===== src/rtl/prefix_adder_pkg.sv =====
// Shared KPG encoding, prefix combine operator and latency helpers for the
// pipelined prefix adder and its bench.
package prefix_adder_pkg;

  typedef enum logic [1:0] {
    KPG_KILL = 2'b00,
    KPG_PROP = 2'b01,
    KPG_GEN  = 2'b11
  } kpg_e;

  // Upper group dominates unless it merely propagates the lower one.
  function automatic logic [1:0] kpg_combine(input logic [1:0] hi, input logic [1:0] lo);
    return (hi == KPG_PROP) ? lo : hi;
  endfunction

  function automatic int unsigned clog2(input int unsigned n);
    int unsigned r;
    r = 0;
    for (int unsigned i = 0; i < 32; i++) begin
      if ((32'd1 << i) < n) r = i + 1;
    end
    return r;
  endfunction

  function automatic int unsigned lat(input int unsigned width, input int unsigned reg_every);
    int unsigned levels;
    levels = clog2(width);
    return (levels + reg_every - 1) / reg_every + 1;
  endfunction

endpackage


===== src/rtl/kpg_prefix_level.sv =====
// One combinational Kogge-Stone level: bit i absorbs bit i-DIST.
module kpg_prefix_level
  import prefix_adder_pkg::*;
#(
  parameter int unsigned WIDTH = 16,
  parameter int unsigned DIST  = 1
) (
  input  logic [2*WIDTH-1:0] kpg_in,
  output logic [2*WIDTH-1:0] kpg_out
);

  always_comb begin
    kpg_out = kpg_in;
    for (int unsigned i = DIST; i < WIDTH; i++) begin
      kpg_out[2*i +: 2] = kpg_combine(kpg_in[2*i +: 2], kpg_in[2*(i-DIST) +: 2]);
    end
  end

endmodule


===== src/rtl/pipelined_prefix_adder.sv =====
// Pipelined Kogge-Stone adder/subtractor with valid/ready flow control and
// sum, carry-out, signed-overflow and zero flags.
module pipelined_prefix_adder
  import prefix_adder_pkg::*;
#(
  parameter int unsigned WIDTH     = 16,
  parameter int unsigned REG_EVERY = 1
) (
  input  logic             clk,
  input  logic             rst,
  input  logic             in_valid,
  output logic             in_ready,
  input  logic [WIDTH-1:0] a,
  input  logic [WIDTH-1:0] b,
  input  logic             cin,
  input  logic             sub,
  output logic             out_valid,
  input  logic             out_ready,
  output logic [WIDTH-1:0] sum,
  output logic             cout,
  output logic             ovf,
  output logic             zero
);

  localparam int unsigned LEVELS = clog2(WIDTH);

  typedef struct packed {
    logic             valid;
    logic             c0;
    logic [WIDTH-1:0] op_a;
    logic [WIDTH-1:0] op_b;
  } side_t;

  logic               en;
  logic               accept;
  logic [WIDTH-1:0]   b_eff;
  logic               c0_eff;
  logic [2*WIDTH-1:0] kpg_enc;
  logic [2*WIDTH-1:0] s0_kpg;
  side_t              s0_side;

  assign en       = !out_valid || out_ready;
  assign in_ready = en;
  assign accept   = in_valid && en;
  assign b_eff    = sub ? ~b : b;
  assign c0_eff   = sub ? ~cin : cin;

  always_comb begin
    kpg_enc = '0;
    for (int unsigned i = 0; i < WIDTH; i++) begin
      kpg_enc[2*i +: 2] = {a[i] & b_eff[i], a[i] | b_eff[i]};
    end
  end

  always_ff @(posedge clk) begin
    if (rst) begin
      s0_side <= '0;
      s0_kpg  <= '0;
    end else if (en) begin
      s0_side <= '{valid: accept, c0: c0_eff, op_a: a, op_b: b_eff};
      s0_kpg  <= kpg_enc;
    end
  end

  // Carry-in is folded into bit 0 so LEVELS levels resolve every carry.
  // The final level's register is the output register itself, which keeps
  // accept-to-output latency at ceil(LEVELS/REG_EVERY)+1.
  for (genvar k = 0; k < LEVELS; k++) begin : g_lvl
    logic [2*WIDTH-1:0] kpg_i;
    logic [2*WIDTH-1:0] kpg_o;
    logic [2*WIDTH-1:0] kpg_nx;
    side_t              side_i;
    side_t              side_nx;

    if (k == 0) begin : g_src
      assign kpg_i  = {s0_kpg[2*WIDTH-1:2], kpg_combine(s0_kpg[1:0], {2{s0_side.c0}})};
      assign side_i = s0_side;
    end else begin : g_src
      assign kpg_i  = g_lvl[k-1].kpg_nx;
      assign side_i = g_lvl[k-1].side_nx;
    end

    kpg_prefix_level #(
      .WIDTH(WIDTH),
      .DIST (1 << k)
    ) u_level (
      .kpg_in (kpg_i),
      .kpg_out(kpg_o)
    );

    if ((((k + 1) % REG_EVERY) == 0) && (k != LEVELS - 1)) begin : g_reg
      always_ff @(posedge clk) begin
        if (rst) begin
          kpg_nx  <= '0;
          side_nx <= '0;
        end else if (en) begin
          kpg_nx  <= kpg_o;
          side_nx <= side_i;
        end
      end
    end else begin : g_pass
      assign kpg_nx  = kpg_o;
      assign side_nx = side_i;
    end
  end

  side_t              fin;
  logic [2*WIDTH-1:0] grp;
  logic [WIDTH:0]     carry;
  logic [WIDTH-1:0]   sum_d;

  assign fin = g_lvl[LEVELS-1].side_nx;
  assign grp = g_lvl[LEVELS-1].kpg_nx;

  always_comb begin
    carry    = '0;
    carry[0] = fin.c0;
    for (int unsigned i = 0; i < WIDTH; i++) begin
      carry[i+1] = (grp[2*i +: 2] == KPG_GEN);
    end
    sum_d = fin.op_a ^ fin.op_b ^ carry[WIDTH-1:0];
  end

  always_ff @(posedge clk) begin
    if (rst) begin
      out_valid <= 1'b0;
      sum       <= '0;
      cout      <= 1'b0;
      ovf       <= 1'b0;
      zero      <= 1'b0;
    end else if (en) begin
      out_valid <= fin.valid;
      sum       <= sum_d;
      cout      <= carry[WIDTH];
      ovf       <= (fin.op_a[WIDTH-1] == fin.op_b[WIDTH-1]) && (sum_d[WIDTH-1] != fin.op_a[WIDTH-1]);
      zero      <= ~|sum_d;
    end
  end

endmodule


===== config.mk =====
export PLATFORM = sky130hd
export DESIGN_NAME = pipelined_prefix_adder
export DESIGN_NICKNAME = d
export VERILOG_FILES = /design/src/rtl/prefix_adder_pkg.sv /design/src/rtl/kpg_prefix_level.sv /design/src/rtl/pipelined_prefix_adder.sv
export SDC_FILE = /design/constraint.sdc
export NUM_CORES = 1
export LEC_CHECK = 0
export BUFFER_PORTS_ARGS = -buffer_cell sky130_fd_sc_hd__buf_2
export CAP_MARGIN = 10
export CORE_MARGIN = 2
export CORE_UTILIZATION = 30
export CTS_BUF_LIST = sky130_fd_sc_hd__clkbuf_16
export CTS_CLUSTER_SIZE = 40
export DETAILED_ROUTE_END_ITERATION = 10
export HOLD_SLACK_MARGIN = 0.12
export SYNTH_ARGS = -nofsm -noshare
export SYNTH_HDL_FRONTEND = slang
export SYNTH_SLANG_ARGS = --single-unit

===== constraint.sdc =====
create_clock -name clk -period 2.4 [get_ports clk]
set_clock_uncertainty 0.1 [all_clocks]
set_input_delay 0.12 -clock clk [delete_from_list [all_inputs] [get_ports clk]]
set_output_delay 0.12 -clock clk [all_outputs]
set_load 0.02 [all_outputs]

[Word level (Yosys, flattened, before mapping)]
Index checks and enable logic that the tools add are counted.
W data, S select, Z words.
Operators by class
  multipliers: 0
  $add $sub $neg: 0
  reductions and logical operators: 6
  shifts and indexed selects: 0
  equality and inequality tests: 68
  bitwise gates (word level): 36
  $lt $le $gt $ge: 0
  muxes and demuxes: 52
  divide/modulo/power cells: 0
Operator list (number)
  $eq A2 B1 Y1 const B: 50
  $mux W2: 50
  $eq A2 B2 Y1 const B: 16
  $xor A16 B16 Y16: 2
  $and A1 B1 Y1: 16
  $mux W16: 1
  $not A16 Y16: 1
  $or A1 B1 Y1: 16
  $reduce_or A16 Y1: 1
  $logic_and A1 B1 Y1: 2
  $logic_not A1 Y1: 2
  $eq A1 B1 Y1: 1
  $logic_or A1 B1 Y1: 1
  $mux W1: 1
  $ne A1 B1 Y1: 1
  $not A1 Y1: 1
Storage, ports and cells
  bits in writable memories: 0
  flip-flop bits (word level): 284
  memories kept: 0
  ROM bits: 0
  latch bits: 0
  bits of input ports: 38
  logic and storage cells: 187

[Depth between registers and ports, before layout]
Gate-level depths: netlist (run 1).
  depth in word-level cells: 6
  mapped depth: 7
  depth with buffers taken out: 5

[Cells and area by module]
A second synthesis (run 1) with hierarchy kept.
Second synthesis, totals
  cells, all modules: 1432
  area total of the unflattened synthesis: 11218.3 um2
By module, submodules not included
  pipelined_prefix_adder: area an instance 10254.8 um2, cells an instance 1304, seq. area each 5685.5 um2, times used 1
  kpg_prefix_level (g_lvl[0].u_level ...): area an instance 240.2 um2, cells an instance 32, seq. area each 0.0 um2, times used 3
  kpg_prefix_level (g_lvl[2].u_level): area an instance 242.7 um2, cells an instance 32, seq. area each 0.0 um2, times used 1

[Least setup slack after synthesis (run 1)]
OpenSTA, ideal clock, no wires.
  path type: register to register
  from: reg out_valid
  to: reg sum[0]
  path buffers: 2
  arrival time: 1.215 ns
  stages on the path, launching flop included: 7
  slack: 0.957 ns
  path through: dfxtp_1 > nor2b_4 > buf_6 > clkbuf_1 > nor2_1 > a21oi_1 > nor2_1
On the way
  longest elaborated chain between the ends: 2
RTL lines
  start, declared: line pipelined_prefix_adder.sv:17  | output logic out_valid,
  start signal, assigned: line pipelined_prefix_adder.sv:132  | out_valid <= fin.valid;
  $logic_not A1 Y1: line pipelined_prefix_adder.sv:42  | assign en = !out_valid || out_ready;
  $logic_or A1 B1 Y1: line pipelined_prefix_adder.sv:42
  end signal, assigned: line pipelined_prefix_adder.sv:133  | sum <= sum_d;
  end, declared: line pipelined_prefix_adder.sv:19  | output logic [WIDTH-1:0] sum,
Every way passes these cells.
A chain may end at the register's enable or synchronous reset.

[Worst setup path in the final report (run 1)]
  from: reg out_valid
  to: reg s0_kpg[27]
On the way
  longest elaborated chain between the ends: 2
RTL lines
  $logic_not A1 Y1: line pipelined_prefix_adder.sv:42
  $logic_or A1 B1 Y1: line pipelined_prefix_adder.sv:42
  end signal, assigned: line pipelined_prefix_adder.sv:61  | s0_kpg <= kpg_enc;
  end, declared: line pipelined_prefix_adder.sv:39  | logic [2*WIDTH-1:0] s0_kpg;
Every way passes these cells.

==> out/results.tsv, run 1 <==
stage	metric	value	unit
status	status	finished, final reports clean	
clock_tree	cts.sinks	284	
synth	synth_nets	1343	
sta	rsz0062_at_grt	false	
final_layout	design_area	0.0127	mm^2
critical_path	r2r-start	out_valid$_SDFFE_PP0N_	
routing	met1_length	13.7	mm
floorplan	num_io_pins	59	
clock_tree	postCtsSetupBuffers	0	
final_layout	final_cells	1844	
floorplan	core-area	0.0354	mm^2
synth	avgSynthCellArea	8.21	um^2
placed_design	dpl_cell_area	0.0113	mm^2
clock_tree	clkTransAtPathRegs	0.06	ns
clock_tree	htree_levels	1	
global_routing	antenna_found_initial	0	
final_layout	syn_to_final_growth	18.9	%
job	max_cap_viol_count	0	
critical_path	critical_path.max_fanout	58	
critical_path	endpoint_kind	register	
routing	drt-total-wl	26.2	mm
floorplan	dieArea	0.0373	mm^2
critical_path	reg2reg_to	s0_kpg[27]$_SDFFE_PP0N_	
synth	seq_area_frac_synth	0.530	
sta	hold_viol_final	0	
critical_path	startpoint_type	register	
pwr	sw_frac_of_total	0.230	
hold_path	worst_hold_path_type	in -> reg	
hold_path	min_to	g_lvl[0].side_i[14]$_SDFFE_PP0N_	
sta	worstMarginPinSlew	0.625	ns
sta	relSlewSlack	0.580	
global_routing	grt_util_all_layers	0.141	
routing	drtPass1Iterations	5	
routing	drt_iter0_drc	669	
routing	wl_per_cell	14.2	um
critical_path	regToRegSetupSlack	0.26	ns
pwr	p_per_area	788	mW/mm^2
pwr	p_total	10.0	mW
critical_path	r2r_cells	6	
placed_design	io_buffers	58	
pwr	pwr-share-seq	0.504	
placed_design	dp_cells	1742	
synth	synth.cell_area	0.0107	mm^2
floorplan	die_x	193	um
hold_path	hold_start	sub	
routing	drc_errors	0	
final_layout	layout.nets	1399	
critical_path	worstPathArrival	2.54	ns
synth	ys_ff_latch	284	
synth	synth_cell_types	32	
pwr	p_leak	4.79	nW
sta	finalMaxSlewViolations	0	
floorplan	die_y	193	um
clock_tree	root_buffer	clkbuf_16	
placed_design	gp_congestion	0.755	
pwr	vdd_drop_max	0.000619	V
floorplan	fp-row-count	69	
routing	wl_met3	1.26	mm
clock_tree	cts_buffers	30	
floorplan	initial_core_util	0.303	
global_routing	grt_max_degree	106	
routing	dr_wl_met2	10.8	mm
clock_tree	holdBufCountCts	48	
sta	timing.hold.ws	0.143	ns
sta	setup_viol_count_final	0	
synth	yosys_warnings	0	
global_routing	grt_pass1_vias	8018	
clock_tree	clkLatencyLatePin	0.56	ns
global_routing	grt_pass1_wl	43.0	mm
placed_design	dp_slack	0.782	ns
synth	synth_cells	1305	
pwr	p_int	7.74	mW
pwr	combPwrFrac	0.060	
critical_path	worstSetupPathType	reg -> reg	
pwr	netSwitchingPower	2.31	mW
clock_tree	post_cts_resized	0	
final_layout	diodes	0	
routing	ant_nets	0	
routing	topRoutingLayerUsed	met4	
final_layout	drive_gt1_frac	0.0889	
clock_tree	cts_tree	done	
placed_design	hpwl	17.2	mm
routing	vias_per_cell	4.74	
sta	fin_tns_setup	0	ns
critical_path	required	2.80	ns
routing	vias	8732	
sta	worst_slack	0.264	ns
clock_tree	clockBufferDepth	3	
global_routing	gr-total-overflow	0	
hold_path	min_path_cells	4	
pwr	clockPowerShare	0.437	
sta	min_period	2.14	ns
final_layout	final_util	0.360	
sta	fmax	0.468	GHz
sta	fin_crit_sh	0.890	
layout by cell type (no fill, tap or decap), types with 6 or more instances in the layout:
master           n
nor3_1          91
inv_1            6
xnor2_1         18
clkbuf_16       30
nor2_1         113
buf_2           57
buf_12           9
a21oi_1        205
dfxtp_1        284
a211oi_1        42
nand2_1        337
dlygate4sd3_1   48
and2_4           6
o211ai_1        41
clkinv_1        10
nand3_1         19
xor2_1          31
routing by layer:
layer / track usage / vias to the layer above
li1: - / 4516
met1: 0.222 / 3983
met2: 0.203 / 201
met3: 0.0199 / 32
met4: 0.0288 / 0
met5: 0 / -
power by group through the flow:
stage	logic, mW	clock network [mW]	registers [mW]
global placement	0.523	0	5.16
floorplan	0.362	0	5.12
detailed placement	0.533	0	5.16
global route	0.667	4.69	5.08
CTS	0.600	4.50	5.06
finish	0.598	4.39	5.06
cells by family after synthesis:
group,share of synthesized area
compound gates,0.161
xor+xnor,0.0400
buf+inv,0.0466
flops,0.530
mux,0.000934
simple gates,0.221
Yosys cell counts:
| cell type | instances | area share |
|---|---|---|
| nand2_1 | 337 | 0.12 |
| dfxtp_1 | 284 | 0.53 |
| a21oi_1 | 205 | 0.096 |
| nor2_1 | 113 | 0.040 |
| nor3_1 | 91 | 0.042 |
| buf_2 | 46 | 0.021 |
| a211oi_1 | 42 | 0.029 |
| o211ai_1 | 41 | 0.029 |
| clkbuf_1 | 33 | 0.012 |
| xor2_1 | 31 | 0.025 |
| nand3_1 | 19 | 0.0089 |
| xnor2_1 | 18 | 0.015 |
| buf_4 | 10 | 0.0070 |
| and2_4 | 6 | 0.0049 |
| buf_6 | 5 | 0.0053 |
| o21ai_2 | 4 | 0.0033 |
| buf_1 | 2 | 0.00070 |
| nand2b_1 | 2 | 0.0012 |
| nor4_1 | 2 | 0.0012 |
| o21ai_1 | 2 | 0.00093 |
| a21o_1 | 1 | 0.00070 |
| a311oi_1 | 1 | 0.00082 |
| a31o_1 | 1 | 0.00082 |
| inv_4 | 1 | 0.00058 |
| mux2i_1 | 1 | 0.00093 |
| nand4_1 | 1 | 0.00058 |
| nor2b_1 | 1 | 0.00058 |
| nor2b_4 | 1 | 0.0013 |
| nor3b_1 | 1 | 0.00070 |
| nor4_2 | 1 | 0.0012 |
| o21a_1 | 1 | 0.00070 |
| or3_1 | 1 | 0.00058 |
critical path: stages, from the launching register on:
cell and delay, ns:
dfxtp_1 0.30, nor2b_4 0.16, inv_8 0.28, buf_4 0.36, nand3_1 0.11, a21oi_1 0.17
dlygate4sd3_1 0.57
final cells by class:
type / instances / area, um^2
clock buffer: 30 / 751
clock inverter: 24 / 189
fill: 3698 / 22700
inverter: 1 / 11.3
multi-input combinational: 924 / 4540
sequential: 284 / 5690
tap: 461 / 577
timing repair buffer: 120 / 997
worst max path at each step:
stage                                 startpoint                      end
after global routing      out_valid$_SDFFE_PP0N_  s0_kpg[27]$_SDFFE_PP0N_
after detailed placement  out_valid$_SDFFE_PP0N_     fin[19]$_SDFFE_PP0N_
after CTS                 out_valid$_SDFFE_PP0N_                 in_ready
after global placement    out_valid$_SDFFE_PP0N_        zero$_SDFFE_PP0N_
final                     out_valid$_SDFFE_PP0N_  s0_kpg[27]$_SDFFE_PP0N_
after floorplan           out_valid$_SDFFE_PP0N_      sum[0]$_SDFFE_PP0N_
state kept, by name (all words and copies together), names as in the netlist, 16 cells and up:
name           cells
g_lvl.kpg_nx      96
g_lvl.side_nx     68
g_lvl.side_i      34
fin               33
s0_kpg            32
sum               16
Note: power is estimated with default switching activity, not from simulation.
==> inputs of run 2 (changes only) <==
--- a/config.mk
+++ b/config.mk
@@ -13,6 +13,7 @@
 export CTS_CLUSTER_SIZE = 40
 export DETAILED_ROUTE_END_ITERATION = 10
 export HOLD_SLACK_MARGIN = 0.12
+export RECOVER_POWER = 25
 export SYNTH_ARGS = -nofsm -noshare
 export SYNTH_HDL_FRONTEND = slang
 export SYNTH_SLANG_ARGS = --single-unit
==> run 2 against run 1 <==
Compared with the run above: power barely moved; final area fell by 0.29%; combinational power barely moved; highest routed layer unchanged; largest cell class unchanged; non-clock buffer count did not move; final cell count did not move; routed wire length rose by 0.25%; first-iteration DRC count fell by 6.7%; critical endpoint is now zero$_SDFFE_PP0N_; maximum frequency fell by 1.4%.
==> out/results.tsv, run 2 (synthesis results as in run 1) <==
stage	metric	value	unit
sta	fin_tns_setup	0	ns
critical_path	worst-path-buf-inv	1	
critical_path	crit_cells	4	
placed_design	gp_congestion	0.755	
final_layout	drive_gt1_frac	0.0745	
global_routing	antenna_found_initial	0	
final_layout	largest-register	g_lvl.kpg_nx	
floorplan	num_io_pins	59	
final_layout	area.sequential	0.00569	mm^2
clock_tree	root_buffer	clkbuf_16	
global_routing	grt_pass1_wl	43.0	mm
global_routing	gr-total-overflow	0	
global_routing	grt_pass1_vias	8018	
critical_path	required	2.74	ns
sta	worst_slack	0.234	ns
routing	ant_nets	0	
placed_design	dp_cells	1742	
clock_tree	cts_buffers	30	
floorplan	initial_core_util	0.303	
critical_path	crit_chain	nor2b_4, clkbuf_4, nor4_1, a31o_1	
critical_path	worstPathArrival	2.50	ns
hold_path	min_path_cells	4	
global_routing	grt_max_degree	106	
clock_tree	cts_tree	done	
clock_tree	cts.sinks	284	
clock_tree	clkTransAtPathRegs	0.06	ns
final_layout	multi_input_area	0.00454	mm^2
final_layout	syn_to_final_growth	18.5	%
routing	vias	8750	
clock_tree	htree_levels	1	
pwr	p_leak	4.70	nW
floorplan	dieArea	0.0373	mm^2
final_layout	largest_reg_flops	96	
final_layout	layout_common_cells	337 x nand2_1, 284 x dfxtp_1, 205 x a21oi_1, 113 x nor2_1, 91 x nor3_1	
floorplan	die_x	193	um
sta	finalMaxSlewViolations	0	
floorplan	die_y	193	um
final_layout	fillCellCount	3712	
sta	setup_viol_count_final	0	
pwr	vdd_drop_max	0.000619	V
clock_tree	postCtsSetupBuffers	0	
routing	drt_iter0_drc	624	
sta	relSlewSlack	0.281	
floorplan	core-area	0.0354	mm^2
placed_design	hpwl	17.2	mm
critical_path	worstSetupPathType	reg -> reg	
critical_path	r2r_cells	4	
critical_path	startpoint_type	register	
placed_design	dp_slack	0.782	ns
pwr	p_per_area	791	mW/mm^2
clock_tree	holdBufCountCts	48	
clock_tree	clkLatencyLatePin	0.56	ns
critical_path	slowest_delay	0.86	ns
pwr	p_total	10.1	mW
final_layout	diodes	0	
sta	fmax	0.462	GHz
final_layout	layout.nets	1399	
sta	rsz0062_at_grt	false	
critical_path	critical_path.max_fanout	98	
hold_path	worst_hold_path_type	in -> reg	
clock_tree	clockBufferDepth	3	
global_routing	grt_util_all_layers	0.141	
job	max_cap_viol_count	0	
routing	drtPass1Iterations	5	
final_layout	layout_commonest_cell	nand2_1	
sta	fin_crit_sh	0.903	
final_layout	final_cells	1844	
sta	min_period	2.17	ns
critical_path	cp_slowest_cell	clkbuf_4	
floorplan	fp-row-count	69	
sta	hold_viol_final	0	
routing	drc_errors	0	
critical_path	critPathTopFamily	buffers and inverters	
sta	worstMarginPinSlew	1.08	ns
placed_design	io_buffers	58	
clock_tree	post_cts_resized	0	
routing	vias_per_cell	4.75	
critical_path	endpoint_kind	register	
routing	wl_per_cell	14.2	um
routing	drt-total-wl	26.3	mm
status	status	finished, final reports clean	
[run 2: layout make-up]
class / count / share of cell area
clock buffers: 30 / 0.0591
clock inverters: 24 / 0.0149
inverters: 1 / 0.000886
multi-input cells: 924 / 0.357
flip-flops and latches: 284 / 0.447
well taps: 461 / 0.0454
repair buffers: 120 / 0.0755
[run 2: where the power goes]
part / internal (mW) / total, mW / switching (mW)
Combinational: 0.256 / 0.596 / 0.340
Sequential: 4.91 / 5.06 / 0.151
Clock: 2.57 / 4.40 / 1.83
Total: 7.74 / 10.1 / 2.32
[run 2: through the flow]
| step | hold WS (ns) | util | area [um^2] |
|---|---|---|---|
| 3_5_place_dp | 0.283 | 0.320 | 11300 |
| 4_1_cts | 0.122 | 0.360 | 12700 |
| 3_3_place_gp | 0.271 | 0.320 | 11300 |
| 5_1_grt | 0.168 | 0.359 | 12700 |
| 2_1_floorplan | 0.156 | - | 10700 |
| 6_report | 0.139 | 0.359 | 12700 |
[run 2: worst paths after layout]
path,startpoint,to,slack [ns]
max,out_valid$_SDFFE_PP0N_,zero$_SDFFE_PP0N_,0.23
min,sub,g_lvl[0].side_i[14]$_SDFFE_PP0N_,0.14
max reg2reg,out_valid$_SDFFE_PP0N_,zero$_SDFFE_PP0N_,0.23
min reg2reg,g_lvl[0].side_nx[33]$_SDFFE_PP0N_,g_lvl[0].side_nx[33]$_SDFFE_PP0N_,0.35
[run 2: layer usage]
layer,track usage,wire length (um),up-vias
met3,0.0199,1160,32
li1,-,-,4514
met5,0,0,-
met1,0.222,13900,4020
met2,0.203,10800,184
met4,0.0288,430,0
[run 2: tightest hold or removal path, cell delays in order]
cell and delay [ns]:
buf_2 0.24, xor2_1 0.25, nor2_1 0.09, nor3_1 0.05
